<file path="config.mk">
export PLATFORM = sky130hd
export DESIGN_NAME = q_inspect
export DESIGN_NICKNAME = d
export VERILOG_FILES = /design/src/rtl/q_inspect.sv
export SDC_FILE = /design/constraint.sdc
export NUM_CORES = 1
export LEC_CHECK = 0
export CAP_MARGIN = 0
export CORE_MARGIN = 4
export CORE_UTILIZATION = 45
export DETAILED_ROUTE_END_ITERATION = 8
export DONT_BUFFER_PORTS = 1
export GPL_ROUTABILITY_DRIVEN = 0
export GPL_TIMING_DRIVEN = 0
export SLEW_MARGIN = 0
export SYNTH_ARGS = -nofsm -noshare
export SYNTH_HDL_FRONTEND = slang
export SYNTH_SLANG_ARGS = --single-unit
</file>
<file path="constraint.sdc">
create_clock -name CLK -period 4.05 [get_ports CLK]
set_input_delay 0.81 -clock CLK [delete_from_list [all_inputs] [get_ports CLK]]
set_output_delay 0.81 -clock CLK [all_outputs]
set_load 0.005 [all_outputs]
</file>
<file path="src/rtl/q_inspect.sv">
// -----------------------------------------------------------------------------
// q_inspect -- piece inspection stage feeding the station's flow-control FSM.
//
// On a rising DCE (piece arrives) a burst of 2**NSAMP_LOG2 sensor samples is
// accumulated and averaged. The average is checked against the inclusive window
// [LIM_LO, LIM_HI] and a POK / PNOK verdict level is held while the piece stays
// at the inspection point. Too few samples within TIMEOUT acquisition cycles
// forces a reject. Losing DCE before the verdict aborts silently.
//
// Ports:
//   CLK      in   1   system clock, rising edge
//   RST      in   1   synchronous active-high reset
//   DCE      in   1   entry sensor, piece present
//   SVALID   in   1   SDATA carries a valid sample this cycle
//   SDATA    in   W   unsigned sensor sample
//   POK      out  1   verdict level: piece within tolerance
//   PNOK     out  1   verdict level: piece rejected
//   BUSY     out  1   acquisition / decision in progress
//   AVG      out  W   last computed average
//   REJ_CNT  out  8   saturating reject counter (only with QINSP_REJCNT_EN)
//
// Build option:
//   QINSP_REJCNT_EN  -- adds the REJ_CNT port and its counter.
// -----------------------------------------------------------------------------
module q_inspect #(
    parameter int unsigned W          = 8,
    parameter int unsigned NSAMP_LOG2 = 2,
    parameter int unsigned LIM_LO     = 100,
    parameter int unsigned LIM_HI     = 150,
    parameter int unsigned TIMEOUT    = 16
) (
    input  logic         CLK,
    input  logic         RST,
    input  logic         DCE,
    input  logic         SVALID,
    input  logic [W-1:0] SDATA,
    output logic         POK,
    output logic         PNOK,
    output logic         BUSY,
    output logic [W-1:0] AVG
`ifdef QINSP_REJCNT_EN
    ,
    output logic [7:0]   REJ_CNT
`endif
);

    localparam int unsigned ACC_W = W + NSAMP_LOG2;
    localparam int unsigned CNT_W = NSAMP_LOG2 + 1;
    localparam int unsigned NSAMP = 1 << NSAMP_LOG2;
    localparam int unsigned TMR_W = $clog2(TIMEOUT + 1);

    typedef enum logic [1:0] {
        IDLE   = 2'd0,
        ACQ    = 2'd1,
        DECIDE = 2'd2,
        HOLD   = 2'd3
    } state_t;

    state_t             state_q;
    logic               dce_q;
    logic [ACC_W-1:0]   acc_q;
    logic [CNT_W-1:0]   cnt_q;
    logic [TMR_W-1:0]   tmr_q;
    logic               forced_q;
    logic               pok_q;
    logic               pnok_q;
    logic               busy_q;
    logic [W-1:0]       avg_q;
`ifdef QINSP_REJCNT_EN
    logic [7:0]         rej_q;
`endif

    // Combinational helpers for the state register below
    logic               dce_rise;
    logic               take_last;
    logic               timer_exp;
    logic [ACC_W-1:0]   acc_d;
    logic [W-1:0]       avg_d;
    logic               in_win;

    always_comb begin
        dce_rise  = DCE & ~dce_q;
        // This edge accepts the final sample of the burst
        take_last = SVALID && (cnt_q == CNT_W'(NSAMP - 1));
        timer_exp = (tmr_q == TMR_W'(TIMEOUT - 1));
        acc_d     = acc_q + ACC_W'(SDATA);
        // Truncating average; the accumulator is wide enough for N full-scale samples
        avg_d     = W'(acc_q >> NSAMP_LOG2);
        in_win    = (avg_d >= W'(LIM_LO)) && (avg_d <= W'(LIM_HI));
    end

    // Inspection FSM with registered verdict, busy and average outputs
    always_ff @(posedge CLK) begin
        if (RST) begin
            state_q  <= IDLE;
            // Edge detector starts high so a piece already present is not inspected
            dce_q    <= 1'b1;
            acc_q    <= '0;
            cnt_q    <= '0;
            tmr_q    <= '0;
            forced_q <= 1'b0;
            pok_q    <= 1'b0;
            pnok_q   <= 1'b0;
            busy_q   <= 1'b0;
            avg_q    <= '0;
`ifdef QINSP_REJCNT_EN
            rej_q    <= '0;
`endif
        end else begin
            dce_q <= DCE;
            case (state_q)
                IDLE: begin
                    if (dce_rise) begin
                        state_q  <= ACQ;
                        acc_q    <= '0;
                        cnt_q    <= '0;
                        tmr_q    <= '0;
                        forced_q <= 1'b0;
                        busy_q   <= 1'b1;
                    end
                end
                ACQ: begin
                    if (!DCE) begin
                        // Piece left before a verdict: drop the acquisition
                        state_q <= IDLE;
                        busy_q  <= 1'b0;
                    end else begin
                        tmr_q <= tmr_q + TMR_W'(1);
                        if (SVALID) begin
                            acc_q <= acc_d;
                            cnt_q <= cnt_q + CNT_W'(1);
                        end
                        // Final sample wins over a coincident timeout
                        if (take_last) begin
                            state_q  <= DECIDE;
                            forced_q <= 1'b0;
                        end else if (timer_exp) begin
                            state_q  <= DECIDE;
                            forced_q <= 1'b1;
                        end
                    end
                end
                DECIDE: begin
                    if (!DCE) begin
                        state_q <= IDLE;
                        busy_q  <= 1'b0;
                    end else begin
                        avg_q   <= avg_d;
                        state_q <= HOLD;
                        busy_q  <= 1'b0;
                        if (!forced_q && in_win) begin
                            pok_q <= 1'b1;
                        end else begin
                            pnok_q <= 1'b1;
`ifdef QINSP_REJCNT_EN
                            if (rej_q != 8'hFF) begin
                                rej_q <= rej_q + 8'd1;
                            end
`endif
                        end
                    end
                end
                HOLD: begin
                    // Verdict level lasts exactly as long as the piece is present
                    if (!DCE) begin
                        pok_q   <= 1'b0;
                        pnok_q  <= 1'b0;
                        state_q <= IDLE;
                    end
                end
                default: begin
                    state_q <= IDLE;
                end
            endcase
        end
    end

    assign POK  = pok_q;
    assign PNOK = pnok_q;
    assign BUSY = busy_q;
    assign AVG  = avg_q;
`ifdef QINSP_REJCNT_EN
    assign REJ_CNT = rej_q;
`endif

endmodule

</file>
After elaboration in Yosys (flattened, before gate mapping)

Cells that the tools add are included.

Output and inout bits: 11
Register bits: 33
Bits of input ports: 12
Word-level logic and storage cells: 80

Add/subtract/negate cells: 3
Equality and inequality tests: 15
Reduce and logical (&&, ||, !) cells: 16
Order comparisons: 2
Mux-type cells: 32
Bitwise gates (word level): 2

Operators with widths:

| cell                | number |
|---|---|
| $mux 10             | 3 |
| $pmux 10 s2         | 1 |
| $ne 2x2->1 const B  | 8 |
| $reduce_and 4->1    | 4 |
| $mux 2              | 6 |
| $add 10x8->10       | 1 |
| $mux 1              | 10 |
| $mux 5              | 2 |
| $pmux 5 s2          | 1 |
| $mux 3              | 3 |
| $reduce_and 3->1    | 3 |
| $ge 8x7->1 const B  | 1 |
| $le 8x8->1 const B  | 1 |
| $pmux 2 s4          | 1 |
| $pmux 1 s2          | 3 |
| $pmux 3 s2          | 1 |
| $add 5x1->5 const B | 1 |
| $eq 5x4->1 const B  | 1 |
| $eq 2x2->1 const B  | 2 |
| $ne 4x4->1 const B  | 1 |
| $reduce_bool 2->1   | 2 |
| $add 3x1->3 const B | 1 |
| $eq 3x2->1 const B  | 1 |
| $logic_and 1x1->1   | 3 |
| 9 further kinds     | 9 |

Depth between registers and ports, before layout

Word-level depth: 6
Depth in mapped cells: 8
Mapped depth without buffers: 8

Least setup slack after synthesis

OpenSTA, ideal clock, no wires.

Path kind: input port to flip-flop
Start: in SDATA[0]
End: reg acc_q[8]
Data arrival time: 2.168 ns
Required time: 3.927 ns
Stages on the path: 8
Buffers on the path: 0
Slack: 1.759 ns
Setup time: 0.123 ns
Cells stage by stage: ha_1 -> inv_1 -> fa_1 -> nor2b_1 -> o2111ai_1 -> a21oi_1 -> o21ai_1 -> mux2_1

Cells in the longest elaborated chain, start to end: 4

RTL lines:

| item                 | line | RTL |
|---|---|---|
| from (decl)          | 36   | `input logic [W-1:0] SDATA,` |
| $add 10x8->10        | 86   | `acc_d = acc_q + ACC_W'(SDATA);` |
| $mux 10              | 129  | `if (SVALID) begin` |
| $mux 10              | 123  | `if (!DCE) begin` |
| $pmux 10 s2          | 111  | `case (state_q)` |
| to (signal assigned) | 98   | `acc_q <= '0;` |
| to (signal assigned) | 115  | `acc_q <= '0;` |
| to (signal assigned) | 130  | `acc_q <= acc_d;` |
| to (decl)            | 61   | `logic [ACC_W-1:0] acc_q;` |

No other way between the ends. The select of a mux whose other input is x is not followed.
A chain may end at the register's enable or synchronous reset.

Final worst setup path

Ends and elaborated chain as after synthesis.

==> impl_metrics.py <==
metrics = {
    "status": {
        "outcome": "complete, no violations",
    },
    "die": {
        "chipHeight_um": 71.9,
        "core_um2": 3800,
        "rows": 22,
        "dieArea_um2": 5170,
        "start_util_pct": 48.4,
        "die_w_um": 71.9,
        "ios": 23,
    },
    "clocking": {
        "cts_hold_buf": 0,
        "cts-resized-gates": 0,
        "cts_inserted_buffers": 5,
        "cts_buffer_depth": 2,
        "h-tree-depth": 2,
        "clk_pin_slew_ns": 0.06,
        "clk_latency_ns": 0.28,
        "post_cts_buffers": 0,
        "cts_tree": "built",
        "clock_sinks": 33,
        "clockRootBuffer": "clkbuf_8",
    },
    "min_path": {
        "worstHoldEndpoint": "acc_q[0]$_SDFFE_PP0P_",
        "holdCritPathClass": "reg2reg",
        "min_from": "acc_q[0]$_SDFFE_PP0P_",
        "hold_path_depth": 2,
    },
    "finish": {
        "num_antenna_cells": 0,
        "final_cell_mix": "dfxtp_1, nand2_1, a21oi_1",
        "drive_gt1_share_pct": 7.39,
        "fin_util_pct": 52.2,
        "fillers": 374,
        "nets": 258,
        "stdcell_count": 278,
        "final_common_cell": "dfxtp_1",
        "area_growth_syn_to_layout_pct": 7.76,
    },
    "grt": {
        "groute.usage.overall_pct": 16.2,
        "grt_max_degree": 11,
        "antenna_found_initial": 0,
        "grt_pass1_wl_um": 6630,
        "grt_pass1_vias": 1471,
        "grt.overflow.total": 0,
    },
    "logic_synthesis": {
        "synth_top_family_by_area": "simple AND/OR/NAND/NOR gates",
        "synthCells": 222,
        "synth-simple-area-share_pct": 22.6,
        "async_reset_ff_share_pct": 0,
        "synthesis.nets": 251,
        "synth_area_um2": 1840,
        "ys_seq_area_share_pct": 35.9,
        "syn_area_per_cell_um2": 8.28,
        "yosysWarningCount": 0,
        "synthAdderAreaFrac_pct": 12.0,
        "synth_xor_area_share_pct": 3.33,
        "synth_edf_count": 0,
        "ys.flop_type": "dfxtp_1",
        "synth_compound_area_share_pct": 21.4,
        "ys_ff_latch": 33,
        "yosysUniqueCellTypes": 50,
        "yosys-mux-area-fraction_pct": 0.612,
    },
    "drt": {
        "drt-pass1-iter-count": 4,
        "vias": 1539,
        "first_iter_violations": 50,
        "routed_wl_um": 4000,
        "ant_nets": 0,
        "wire_per_inst_um": 14.4,
        "route.detailed.drc": 0,
        "via_per_inst": 5.54,
    },
    "critical_path": {
        "path_class": "in2reg",
        "r2r_end": "acc_q[8]$_SDFFE_PP0P_",
        "end_kind": "flip-flop",
        "r2r_cells": 7,
        "critPathArrivalTime_ns": 2.33,
        "cp-start-kind": "input port",
        "reg2reg_from": "state_q[0]$_SDFFE_PP0P_",
        "crit_fanout": 2,
        "regToRegSetupSlack_ns": 2.06,
        "cp_data_required_time_ns": 4.21,
    },
    "pwr": {
        "power.internal_uw": 498,
        "swShare_pct": 28.7,
        "pwr-share-seq_pct": 48.9,
        "peakVddDrop_mv": 0.182,
        "p_switching_uw": 200,
        "clkPwrFrac_pct": 33.4,
        "p_leak_nw": 0.779,
        "powerDensity_nw_per_um2": 352,
        "pwr-share-comb_pct": 17.7,
    },
    "timing": {
        "slew_violations": 0,
        "tightest_slew_ns": 0.550,
        "layout_min_cycle_time_ns": 2.17,
        "hold_viol_final": 0,
        "skew_ns": 0.00748,
        "setup_viol": 0,
        "relSlewSlack_pct": 63.3,
        "rsz0062_at_grt": "false",
        "setup_tns_ns": 0,
        "hold_slack_ns": 0.463,
        "fin_crit_sh_pct": 53.5,
        "timing.fmax_ghz": 0.462,
    },
    "place": {
        "io_buffers": 0,
        "hpwl_um": 3120,
        "dp.cells": 270,
    },
    "job": {
        "maxCapViolCount": 0,
    },
}
==> cells by family (layout without fill, tap and decap cells) <==
family,after synthesis,count (layout)
AO/OA/AOI/OAI,60,60
XOR/XNOR,7,7
adder cells (fa/ha/maj),17,17
buffers and inverters,19,27
flip-flops,33,33
multiplexers,1,1
AND/OR/NAND/NOR,85,85
==> sequential cells by signal (all words and copies together) (netlist names) <==
signal,flops
acc_q,10
state_q,2
forced_q,1
cnt_q,3
POK,1
PNOK,1
AVG,8
tmr_q,5
BUSY,1
dce_q,1
==> how the worst max path moves through the flow <==
stage | to | slack, ns | startpoint | cells after the start
after CTS | acc_q[8]$_SDFFE_PP0P_ | 1.88 | SDATA[0] | 8
after floorplan | acc_q[8]$_SDFFE_PP0P_ | 1.76 | SDATA[0] | 8
after global routing | acc_q[8]$_SDFFE_PP0P_ | 1.72 | SDATA[0] | 8
after global placement | acc_q[8]$_SDFFE_PP0P_ | 1.63 | SDATA[0] | 8
final | acc_q[8]$_SDFFE_PP0P_ | 1.88 | SDATA[0] | 8
after detailed placement | acc_q[8]$_SDFFE_PP0P_ | 1.60 | SDATA[0] | 8
==> synthesized netlist by cell type (3+ instances only) <==
cell type  count  share of area, %
nor3_1         5               1.4
xor2_1         3               1.4
nor2b_1        4               1.4
a22o_1         4               1.9
a21oi_1       26               7.1
o21a_1         5               2.0
nand2_1       27               5.5
a211oi_1       3               1.2
clkbuf_1       5               1.0
nand4_1        3               1.0
nand3_1        7               1.9
ha_1          16                11
xnor2_1        4               1.9
inv_1         10               2.0
nor2_1        24               4.9
o21ai_0        3              0.82
dfxtp_1       33                36
==> through the flow <==
step                      power [mW]  worst slack [ns]  area, um2
after detailed placement       0.471              1.60       1900
after CTS                      0.704              1.88       1980
after global routing           0.732              1.72       1980
after global placement         0.467              1.63       1900
final                          0.698              1.88       1980
after floorplan                0.443              1.76       1840
==> worst max-delay path: stages <==
cell	delay, ns
ha_1	0.15
inv_1	0.06
fa_1	0.40
nor2b_1	0.17
o2111ai_1	0.15
a21oi_1	0.16
o21ai_1	0.09
mux2_1	0.33
==> routing by layer <==
metal	wire length [um]	track usage, %
met5	0	0
met4	38	5.01
met3	205	4.57
met2	1850	27.3
met1	1900	19.8
==> area by class of cell <==
class	instances	area (um2)	share of cell area [%]
Clock inverter	2	10.0	0.505
Multi-Input combinational cell	170	1100	55.6
Inverter	11	41.3	2.08
Tap cell	48	60.1	3.03
Clock buffer	6	72.6	3.66
Buffer	8	36.3	1.83
Sequential cell	33	661	33.3
==> power groups by stage <==
| stage | registers (mW) | clock network (mW) | logic [mW] |
|---|---|---|---|
| final | 0.342 | 0.233 | 0.123 |
| after floorplan | 0.347 | 0 | 0.0966 |
| after global placement | 0.348 | 0 | 0.119 |
| after CTS | 0.342 | 0.239 | 0.123 |
| after global routing | 0.343 | 0.251 | 0.138 |
| after detailed placement | 0.349 | 0 | 0.122 |
(Power assumes the default switching activity.)
